## config.mk

```make
export PLATFORM = sky130hd
export DESIGN_NAME = matmul_lanes
export DESIGN_NICKNAME = d
export VERILOG_FILES = /design/src/rtl/matmul_lanes.sv
export SDC_FILE = /design/constraint.sdc
export NUM_CORES = 2
export LEC_CHECK = 0
export CORE_MARGIN = 5
export CORE_UTILIZATION = 53
export DETAILED_ROUTE_END_ITERATION = 10
export GPL_TIMING_DRIVEN = 0
export PLACE_DENSITY = 0.73
export SYNTH_ARGS = -nofsm -noshare
export SYNTH_HDL_FRONTEND = slang
export SYNTH_SLANG_ARGS = --single-unit
export TNS_END_PERCENT = 30
```

## constraint.sdc

```tcl
create_clock -name clk -period 18.3 [get_ports clk]
set_input_delay 2.745 -clock clk [delete_from_list [all_inputs] [get_ports clk]]
set_output_delay 2.745 -clock clk [all_outputs]
set_load 0.01 [all_outputs]
```

## src/rtl/matmul_lanes.sv

```systemverilog
// ---------------------------------------------------------------------------
// matmul_lanes
// Memory-mapped integer matrix multiplier: C[MxN] = A[MxK] * B[KxN].
// All three matrices live in one shared single-port word memory reached
// through a request/grant bus with in-order read returns. Each pass
// computes up to LANES output columns of one row of C. Every A element is
// fetched once per pass and reused across the L B elements of that pass.
//
// Optional feature macro: MATMUL_SAT_EN
//   defined   -> accumulation saturates at 2^MEM_DW-1 and sets sticky ovf
//   undefined -> accumulation wraps modulo 2^MEM_DW, ovf stays 0
//
// Ports
//   clk, rst_n            clock (rising edge), async active-low reset
//   go                    start pulse, sampled only in IDLE
//   aBASE/bBASE/cBASE     base word addresses of A, B, C
//   aSTRIDE/bSTRIDE/cSTRIDE  row pitch in words
//   aROWS/aCOLS/bCOLS     M, K, N
//   mem_req/mem_write/mem_addr/mem_wdata  bus request, held until mem_gnt
//   mem_gnt               request accepted when mem_req & mem_gnt
//   mem_rdata_vld/mem_rdata  in-order read returns (latency >= 1)
//   busy/ret/ovf          job status
// ---------------------------------------------------------------------------
module matmul_lanes #(
  parameter int MEM_AW    = 16,
  parameter int MEM_DW    = 32,
  parameter int DIM_BITS  = 16,
  parameter int PREC      = 16,
  parameter int LANES     = 4,
  parameter int MAX_OUTST = 4
) (
  input  logic                clk,
  input  logic                rst_n,
  input  logic                go,
  input  logic [MEM_AW-1:0]   aBASE,
  input  logic [MEM_AW-1:0]   bBASE,
  input  logic [MEM_AW-1:0]   cBASE,
  input  logic [DIM_BITS-1:0] aSTRIDE,
  input  logic [DIM_BITS-1:0] bSTRIDE,
  input  logic [DIM_BITS-1:0] cSTRIDE,
  input  logic [DIM_BITS-1:0] aROWS,
  input  logic [DIM_BITS-1:0] aCOLS,
  input  logic [DIM_BITS-1:0] bCOLS,
  output logic                mem_req,
  output logic                mem_write,
  output logic [MEM_AW-1:0]   mem_addr,
  output logic [MEM_DW-1:0]   mem_wdata,
  input  logic                mem_gnt,
  input  logic                mem_rdata_vld,
  input  logic [MEM_DW-1:0]   mem_rdata,
  output logic                busy,
  output logic                ret,
  output logic                ovf
);

  localparam int LW = 5;  // holds 0..16: lane index, tile width, return slot
  localparam int OW = 4;  // holds 0..15 outstanding reads

  typedef enum logic [2:0] {
    S_IDLE  = 3'd0,
    S_RD_A  = 3'd1,
    S_RD_B  = 3'd2,
    S_DRAIN = 3'd3,
    S_WR    = 3'd4,
    S_NXT   = 3'd5
  } state_e;

  state_e              state_q, state_d;
  logic [DIM_BITS-1:0] i_q, i_d, j_q, j_d, k_q, k_d;
  logic [LW-1:0]       l_q, l_d;
  logic [DIM_BITS-1:0] dim_m_q, dim_m_d, dim_k_q, dim_k_d, dim_n_q, dim_n_d;
  logic [DIM_BITS-1:0] a_str_q, a_str_d, b_str_q, b_str_d, c_str_q, c_str_d;
  logic [MEM_AW-1:0]   b_base_q, b_base_d;
  // Running row base addresses, advanced by a stride instead of multiplying.
  logic [MEM_AW-1:0]   a_row_q, a_row_d, b_row_q, b_row_d, c_row_q, c_row_d;
  logic                busy_q, busy_d, ret_q, ret_d, ovf_q, ovf_d;
  logic [OW-1:0]       outst_q, outst_d;
  logic [LW-1:0]       rs_q, rs_d;
  logic [PREC-1:0]     a_lat_q, a_lat_d;
  logic [MEM_DW-1:0]   acc_q [LANES];
  logic [MEM_DW-1:0]   acc_d [LANES];

  logic                gnt_s, rd_gnt_s, rd_acc_s, start_s, acc_clr_s;
  logic [DIM_BITS-1:0] rem_s, k_inc_s, j_nxt_s, i_inc_s;
  logic [LW-1:0]       tile_l_s;
  logic [2*PREC-1:0]   prod_s;
  logic [MEM_DW-1:0]   prod_ext_s, lane_old_s;
  logic [MEM_DW:0]     add_res_s;
  logic                unused_s;

  assign busy     = busy_q;
  assign ret      = ret_q;
  assign ovf      = ovf_q;
  assign unused_s = ^mem_rdata[MEM_DW-1:PREC];

  // Bit MEM_DW of the result flags a saturating add; the low bits are the sum.
  function automatic logic [MEM_DW:0] acc_add(input logic [MEM_DW-1:0] x,
                                              input logic [MEM_DW-1:0] y);
    logic [MEM_DW:0] s;
    s = {1'b0, x} + {1'b0, y};
`ifdef MATMUL_SAT_EN
    s[MEM_DW-1:0] = s[MEM_DW] ? {MEM_DW{1'b1}} : s[MEM_DW-1:0];
`else
    s[MEM_DW] = 1'b0;
`endif
    return s;
  endfunction

  assign gnt_s    = mem_req & mem_gnt;
  assign rd_gnt_s = gnt_s & ~mem_write;
  // Returns with nothing outstanding (e.g. stale data after reset) are dropped.
  assign rd_acc_s = mem_rdata_vld & (outst_q != {OW{1'b0}});
  assign rem_s    = dim_n_q - j_q;
  assign tile_l_s = (rem_s < DIM_BITS'(LANES)) ? LW'(rem_s) : LW'(LANES);
  assign k_inc_s  = k_q + DIM_BITS'(1);
  assign i_inc_s  = i_q + DIM_BITS'(1);
  assign j_nxt_s  = j_q + DIM_BITS'(tile_l_s);
  assign prod_s   = {{PREC{1'b0}}, a_lat_q} * {{PREC{1'b0}}, mem_rdata[PREC-1:0]};
  assign prod_ext_s = MEM_DW'(prod_s);

  // Bus request: fields derive only from registered state, so they stay
  // stable while a request waits for its grant.
  always_comb begin
    mem_req   = 1'b0;
    mem_write = 1'b0;
    mem_addr  = {MEM_AW{1'b0}};
    mem_wdata = {MEM_DW{1'b0}};
    case (state_q)
      S_RD_A: begin
        mem_req  = (outst_q < OW'(MAX_OUTST));
        mem_addr = a_row_q + MEM_AW'(k_q);
      end
      S_RD_B: begin
        mem_req  = (outst_q < OW'(MAX_OUTST));
        mem_addr = b_row_q + MEM_AW'(j_q) + MEM_AW'(l_q);
      end
      S_WR: begin
        mem_req   = 1'b1;
        mem_write = 1'b1;
        mem_addr  = c_row_q + MEM_AW'(j_q) + MEM_AW'(l_q);
        for (int l = 0; l < LANES; l++) begin
          mem_wdata = (l_q == LW'(l)) ? acc_q[l] : mem_wdata;
        end
      end
      default: mem_req = 1'b0;
    endcase
  end

  // Sequencer next state: walks i (rows), j (tiles), k (inner) and l (lane).
  always_comb begin
    state_d  = state_q;
    i_d = i_q;  j_d = j_q;  k_d = k_q;  l_d = l_q;
    dim_m_d  = dim_m_q;  dim_k_d = dim_k_q;  dim_n_d = dim_n_q;
    a_str_d  = a_str_q;  b_str_d = b_str_q;  c_str_d = c_str_q;
    b_base_d = b_base_q;
    a_row_d  = a_row_q;  b_row_d = b_row_q;  c_row_d = c_row_q;
    busy_d   = busy_q;
    ret_d    = ret_q;
    start_s  = 1'b0;
    acc_clr_s = 1'b0;
    case (state_q)
      S_IDLE: begin
        if (go) begin
          start_s   = 1'b1;
          acc_clr_s = 1'b1;
          i_d = '0;  j_d = '0;  k_d = '0;  l_d = '0;
          dim_m_d  = aROWS;  dim_k_d = aCOLS;  dim_n_d = bCOLS;
          a_str_d  = aSTRIDE;  b_str_d = bSTRIDE;  c_str_d = cSTRIDE;
          b_base_d = bBASE;
          a_row_d  = aBASE;  b_row_d = bBASE;  c_row_d = cBASE;
          if ((aROWS == '0) || (aCOLS == '0) || (bCOLS == '0)) begin
            ret_d  = 1'b1;
            busy_d = 1'b0;
          end else begin
            ret_d   = 1'b0;
            busy_d  = 1'b1;
            state_d = S_RD_A;
          end
        end else begin
          state_d = S_IDLE;
        end
      end
      S_RD_A: begin
        if (gnt_s) begin
          l_d     = '0;
          state_d = S_RD_B;
        end else begin
          state_d = S_RD_A;
        end
      end
      S_RD_B: begin
        if (gnt_s && (l_q == tile_l_s - LW'(1))) begin
          l_d     = '0;
          k_d     = k_inc_s;
          b_row_d = b_row_q + MEM_AW'(b_str_q);
          state_d = (k_inc_s < dim_k_q) ? S_RD_A : S_DRAIN;
        end else if (gnt_s) begin
          l_d = l_q + LW'(1);
        end else begin
          state_d = S_RD_B;
        end
      end
      S_DRAIN: begin
        if (outst_q == {OW{1'b0}}) begin
          l_d     = '0;
          state_d = S_WR;
        end else begin
          state_d = S_DRAIN;
        end
      end
      S_WR: begin
        if (gnt_s && (l_q == tile_l_s - LW'(1))) begin
          l_d     = '0;
          state_d = S_NXT;
        end else if (gnt_s) begin
          l_d = l_q + LW'(1);
        end else begin
          state_d = S_WR;
        end
      end
      S_NXT: begin
        acc_clr_s = 1'b1;
        k_d       = '0;
        b_row_d   = b_base_q;
        if (j_nxt_s < dim_n_q) begin
          j_d     = j_nxt_s;
          state_d = S_RD_A;
        end else begin
          j_d     = '0;
          i_d     = i_inc_s;
          a_row_d = a_row_q + MEM_AW'(a_str_q);
          c_row_d = c_row_q + MEM_AW'(c_str_q);
          if (i_inc_s == dim_m_q) begin
            ret_d   = 1'b1;
            busy_d  = 1'b0;
            state_d = S_IDLE;
          end else begin
            state_d = S_RD_A;
          end
        end
      end
      default: state_d = S_IDLE;
    endcase
  end

  // Return routing: slot 0 latches the A operand, slot l+1 feeds lane l.
  always_comb begin
    acc_d      = acc_q;
    a_lat_d    = a_lat_q;
    rs_d       = rs_q;
    ovf_d      = ovf_q;
    lane_old_s = {MEM_DW{1'b0}};
    outst_d    = outst_q + OW'(rd_gnt_s) - OW'(rd_acc_s);
    for (int l = 0; l < LANES; l++) begin
      lane_old_s = (rs_q == LW'(l + 1)) ? acc_q[l] : lane_old_s;
    end
    add_res_s = acc_add(lane_old_s, prod_ext_s);
    if (acc_clr_s) begin
      for (int l = 0; l < LANES; l++) begin
        acc_d[l] = {MEM_DW{1'b0}};
      end
      rs_d  = '0;
      ovf_d = start_s ? 1'b0 : ovf_q;
    end else if (rd_acc_s && (rs_q == '0)) begin
      a_lat_d = mem_rdata[PREC-1:0];
      rs_d    = LW'(1);
    end else if (rd_acc_s) begin
      for (int l = 0; l < LANES; l++) begin
        acc_d[l] = (rs_q == LW'(l + 1)) ? add_res_s[MEM_DW-1:0] : acc_q[l];
      end
      ovf_d = ovf_q | add_res_s[MEM_DW];
      rs_d  = (rs_q == tile_l_s) ? LW'(0) : rs_q + LW'(1);
    end else begin
      rs_d = rs_q;
    end
  end

  // State, counter and datapath registers.
  always_ff @(posedge clk or negedge rst_n) begin
    if (!rst_n) begin
      state_q  <= S_IDLE;
      i_q <= '0;  j_q <= '0;  k_q <= '0;  l_q <= '0;
      dim_m_q  <= '0;  dim_k_q <= '0;  dim_n_q <= '0;
      a_str_q  <= '0;  b_str_q <= '0;  c_str_q <= '0;
      b_base_q <= '0;
      a_row_q  <= '0;  b_row_q <= '0;  c_row_q <= '0;
      busy_q   <= 1'b0;
      ret_q    <= 1'b0;
      ovf_q    <= 1'b0;
      outst_q  <= '0;
      rs_q     <= '0;
      a_lat_q  <= '0;
      for (int l = 0; l < LANES; l++) begin
        acc_q[l] <= '0;
      end
    end else begin
      state_q  <= state_d;
      i_q <= i_d;  j_q <= j_d;  k_q <= k_d;  l_q <= l_d;
      dim_m_q  <= dim_m_d;  dim_k_q <= dim_k_d;  dim_n_q <= dim_n_d;
      a_str_q  <= a_str_d;  b_str_q <= b_str_d;  c_str_q <= c_str_d;
      b_base_q <= b_base_d;
      a_row_q  <= a_row_d;  b_row_q <= b_row_d;  c_row_q <= c_row_d;
      busy_q   <= busy_d;
      ret_q    <= ret_d;
      ovf_q    <= ovf_d;
      outst_q  <= outst_d;
      rs_q     <= rs_d;
      a_lat_q  <= a_lat_d;
      for (int l = 0; l < LANES; l++) begin
        acc_q[l] <= acc_d[l];
      end
    end
  end

endmodule

```

## Word level (Yosys, flattened, before mapping)

Cells that the tools add are included.

| word-level totals | value |
|---|---|
| register bits | 371 |
| latch bits | 0 |
| bits in writable memories | 0 |
| memory bits (read-only) | 0 |
| output and inout port bits | 53 |
| logic and storage cells | 183 |
| memories | 0 |

| cells by class | value |
|---|---|
| add/sub/neg operators | 18 |
| $mul | 1 |
| divide/modulo/power cells | 0 |
| $lt $le $gt $ge | 4 |
| eq/ne operators | 26 |
| shifts and indexed selects | 0 |
| multiplexer cells | 70 |
| bitwise gates (word level) | 5 |
| reduce and logical (&&, ||, !) cells | 35 |

Operators by type and width:

| cell | count |
|---|---|
| $mux 32 | 13 |
| $mux 128 | 3 |
| $mux 16 | 10 |
| $pmux 16 s3 | 3 |
| $pmux 16 s2 | 4 |
| $add 16x16->16 | 6 |
| $mux 5 | 10 |
| $add 16x5->16 | 3 |
| $logic_not 16->1 | 3 |
| $add 16x1->16 const B | 2 |
| $add 32x32->32 | 1 |
| $lt 16x16->1 | 2 |
| $mul 16x16->32 | 1 |
| $mux 3 | 7 |
| $reduce_and 3->1 | 7 |
| $eq 5x2->1 const B | 4 |
| $pmux 5 s4 | 1 |
| $pmux 3 s6 | 1 |
| $eq 16x16->1 | 1 |
| $lt 16x3->1 const B | 1 |
| $sub 16x16->16 | 1 |
| $ne 2x2->1 const B | 7 |
| $mux 1 | 12 |
| $reduce_bool 2->1 | 6 |
| 28 further kinds | 50 |

## Longest topological paths before layout

| logic depth | value |
|---|---|
| depth after elaboration | 10 |
| mapped depth | 32 |
| gate-level depth less buffers | 30 |

## Worst setup path before layout

Ideal clock, no wire load.

| timing | value |
|---|---|
| path type | input -> register |
| from | in mem_rdata[4] |
| to | reg acc_q[125] (netlist name) |
| library setup time | 0.132 ns |
| arrival time | 8.674 ns |
| required time | 18.168 ns |
| setup slack | 9.494 ns |
| stages on the path | 23 |
| path buffers | 2 |
| cell sequence | clkbuf_1 -> clkbuf_1 -> nand2_1 -> fa_1 -> inv_1 -> fa_1 -> inv_1 -> fa_1 -> fa_1 -> inv_1 -> fa_1 -> fa_1 -> ha_1 -> a21o_1 -> a21o_1 -> a211o_1 -> a31oi_1 -> nor2_1 -> a221oi_1 -> o21ai_0 -> a21oi_1 -> xor2_1 -> o21ai_0 |

| between the ends | value |
|---|---|
| cells in the longest elaborated chain, start to end | 6 |

RTL lines:

| item | RTL line | text |
|---|---|---|
| from (decl) | 50 | `input logic [MEM_DW-1:0] mem_rdata,` |
| $mul 16x16->32 | 118 | `assign prod_s = {{PREC{1'b0}}, a_lat_q} * {{PREC{1'b0}}, mem_rdata[PREC-1:0]};` |
| $add 32x32->32 | 100 | `s = {1'b0, x} + {1'b0, y};` |
| $mux 32 | 269 | `acc_d[l] = (rs_q == LW'(l + 1)) ? add_res_s[MEM_DW-1:0] : acc_q[l];` |
| $mux 128 | 267 | `end else if (rd_acc_s) begin` |
| $mux 128 | 264 | `end else if (rd_acc_s && (rs_q == '0)) begin` |
| $mux 128 | 258 | `if (acc_clr_s) begin` |
| to (signal, indexed assignment) | 310 | `acc_q[l] <= acc_d[l];` |
| to (decl) | 80 | `logic [MEM_DW-1:0] acc_q [LANES];` |

Every way passes these cells. The select of a mux whose other input is x is not followed.
A chain may end at the register's enable or synchronous reset.

## Worst setup path in the final report

| timing | value |
|---|---|
| from | in mem_rdata[1] |
| to | reg acc_q[31] (netlist name) |

Same word-level chain as after synthesis.

==> run_results.csv <==
group,metric,value,unit
run_status,outcome,"completed",
drt,dr.first_iter.drc_count,2948,
layout,largest_register_ffs,128,
drt,drt_pass1_iterations,9,
min_path,hold_path_depth,2,
timing,finalHoldViolations,0,
clock_tree,cts.sinks,371,
place,io_buffer_count,207,
worst_setup_path,critical_path.endpoint_type,"flip-flop",
layout,num-nets-final,4873,
min_path,min_to,"b_base_q[7]$_DFFE_PN0P_",
yosys,synthTopCellsByArea,"dfrtp_1 (28%), fa_1 (15%), ha_1 (10%)",
place,place_area,0.0367,mm^2
timing,min_period,9.82,ns
yosys,synth_most_common_cell,"nand2_1",
timing,hold_ws,0.477,ns
clock_tree,root_buffer,"clkbuf_16",
drt,vias,29900,
global_routing,grt_pass1_wl,163000,um
yosys,synthArstFlopShare,1.00,
yosys,synthMuxAreaShare,0.0147,
yosys,synth_compound_area_frac,0.161,
layout,drive_above_1_share,0.0387,
yosys,synth_top_area_share,0.278,
clock_tree,cts_tree,"built",
min_path,hold_start,"b_base_q[7]$_DFFE_PN0P_",
layout,areaGrowthSynthToFinish,14.0,%
clock_tree,hold_buffers,0,
global_routing,grt_max_degree,120,
global_routing,gr-usage-all-layers,0.303,
timing,fin_setup_tns,0,ns
worst_setup_path,worstPathRequired,18.82,ns
timing,max_slew_margin,0.198,
drt,totalWireLength,105000,um
worst_setup_path,rrSetupSlack,9.90,ns
yosys,avgSynthCellArea,8.54,um^2
die,fp-row-count,92,
worst_setup_path,path_delay_family,"adder cells",
clock_tree,post_cts.repair.setup_buffers,0,
die,design.core.area,0.0627,mm^2
clock_tree,numCtsBuffers,45,
timing,skew,0.0286,ns
timing,rsz0062_at_grt,"no",
timing,setup-violations-final,0,
worst_setup_path,max_stage_delay,0.70,ns
yosys,synth_edf_count,0,
global_routing,antenna_found_initial,3,
job,maxCapViolCount,0,
place,dp_hpwl,82100,um
timing,fin_crit_sh,0.537,
worst_setup_path,critPathMostFrequentCell,"fa_1",
worst_setup_path,r2r_cells,29,
yosys,ys_seq_area_frac,0.278,
clock_tree,clk_latency,0.60,ns
clock_tree,post_cts_resized,0,
die,die_area,0.0682,mm^2
yosys,synth_top_family_by_area,"adder cells",
timing,worst_pin_slew,1.20,ns
yosys,synth.top_cells.by_count,"nand2_1 (739), inv_1 (381), dfrtp_1 (371), ha_1 (273), fa_1 (244)",
global_routing,grt_overflow_total,0,
worst_setup_path,cp_slowest_cell,"clkdlybuf4s50_1",
yosys,synth-xor-area-share,0.0455,
yosys,synth_top_area_cell,"dfrtp_1",
yosys,synth_flop_cell,"dfrtp_1",
layout,final_area,0.0381,mm^2
worst_setup_path,worstPathMaxFanout,10,
drt,wl_per_cell,20.7,um
yosys,synthAdderAreaFrac,0.248,
die,fp.dieH,261,um
worst_setup_path,timing.rr.end,"j_q[9]$_DFFE_PN0P_",
timing,clock.fmax,102,MHz
drt,postRouteAntennaNets,0,
worst_setup_path,crit_buf_inv,7,
worst_setup_path,reg2reg_from,"j_q[1]$_DFFE_PN0P_",
place,place_congestion,0.991,
clock_tree,clk_pin_slew,0.06,ns
yosys,yosysUniqueCellTypes,88,
yosys,synth-seq-cells,371,
yosys,synth_area,0.0334,mm^2
die,die_w,261,um
die,ios,234,
yosys,yosys_warnings,0,
worst_setup_path,crit_type,"in -> reg",
drt,drc,0,
layout,top_register,"acc_q",
die,start_util,0.533,
clock_tree,htreeDepth,2,
drt,viasPerCell,5.92,
yosys,yosys.area_share.simple,0.185,
timing,report.final.slew_viol_count,0,
yosys,synthCells,3916,
min_path,hold_path_class,"reg -> reg",
global_routing,grt_pass1_vias,29200,
clock_tree,cts_buffer_depth,3,
worst_setup_path,critPathLaunchType,"primary input",
worst_setup_path,worstPathArrival,10.34,ns
[metal layers]
layer  global-route usage  wire (um)
met4                0.124       4980
met1                0.416      43100
met5                    0         19
met2                0.480      47200
met3               0.0524       9270
[cells in the final DEF (no fill, tap or decap), types with 12 or more instances in the layout]
master / count
nand2_1: 739
inv_1: 381
dfrtp_1: 371
ha_1: 273
fa_1: 244
nor2_1: 233
o21ai_0: 223
clkdlybuf4s50_1: 206
a21oi_1: 192
clkbuf_1: 191
xnor2_1: 106
and2_1: 92
nor3_1: 84
nand3_1: 76
a22oi_1: 71
xor2_1: 64
a21o_1: 61
clkbuf_16: 46
a31oi_1: 37
mux2_2: 34
a222oi_1: 32
and3_1: 28
a211oi_1: 24
nand4_1: 22
o211ai_1: 22
a221oi_1: 21
nor4_1: 20
o21a_1: 17
nor2b_1: 15
or2_2: 14
o21bai_1: 14
nand3b_1: 14
or3_1: 13
buf_1: 12
[worst register-to-register path: cells and delay by family (launching register included)]
kind	cells	cell delay, ns
compound gates	13	2.85
simple gates	7	2.16
buf+inv	4	1.12
fa+ha+maj	3	0.97
xor+xnor	2	0.64
flops	1	0.60
[per-stage QoR]
stage,instances,setup WS (ns),utilization
5_1_grt,5054,8.10,0.608
3_5_place_dp,4974,7.94,0.585
2_1_floorplan,3918,9.49,-
4_1_cts,5054,8.56,0.608
3_3_place_gp,4971,-2.16,0.583
6_report,5055,8.48,0.608
[cell families after synthesis]
family | count (synthesis)
AOI/OAI and AO/OA | 831
xor gates and xnor gates | 172
adders and majority gates | 517
buffers and inverters | 589
DFF | 371
muxes | 45
other | 1
and+or+nand+nor | 1390
[layout make-up]
class	instances	area, um^2
tap	846	1060
multi-input combinational	2958	21900
timing repair buffer	210	2160
buffer	206	827
antenna	1	2.50
fill	5527	24600
inverter	383	1440
clock inverter	12	154
sequential	371	9280
clock buffer	68	1300
[worst max-delay path by stage]
stage / from / to / slack (ns) / cells past startpoint
2_1_floorplan: mem_rdata[4] / acc_q[125]$_DFFE_PN0P_ / 9.49 / 23
3_3_place_gp: rst_n / acc_q[6]$_DFFE_PN0P_ / -2.16 / 1
3_5_place_dp: mem_rdata[1] / acc_q[31]$_DFFE_PN0P_ / 7.94 / 25
4_1_cts: mem_rdata[1] / acc_q[31]$_DFFE_PN0P_ / 8.56 / 25
5_1_grt: mem_rdata[3] / acc_q[31]$_DFFE_PN0P_ / 8.10 / 23
6_report: mem_rdata[1] / acc_q[31]$_DFFE_PN0P_ / 8.48 / 25
Power is left out: the tool's default activity adds up to more than one toggle a clock period on the data nets, which glitch-free logic cannot reach.
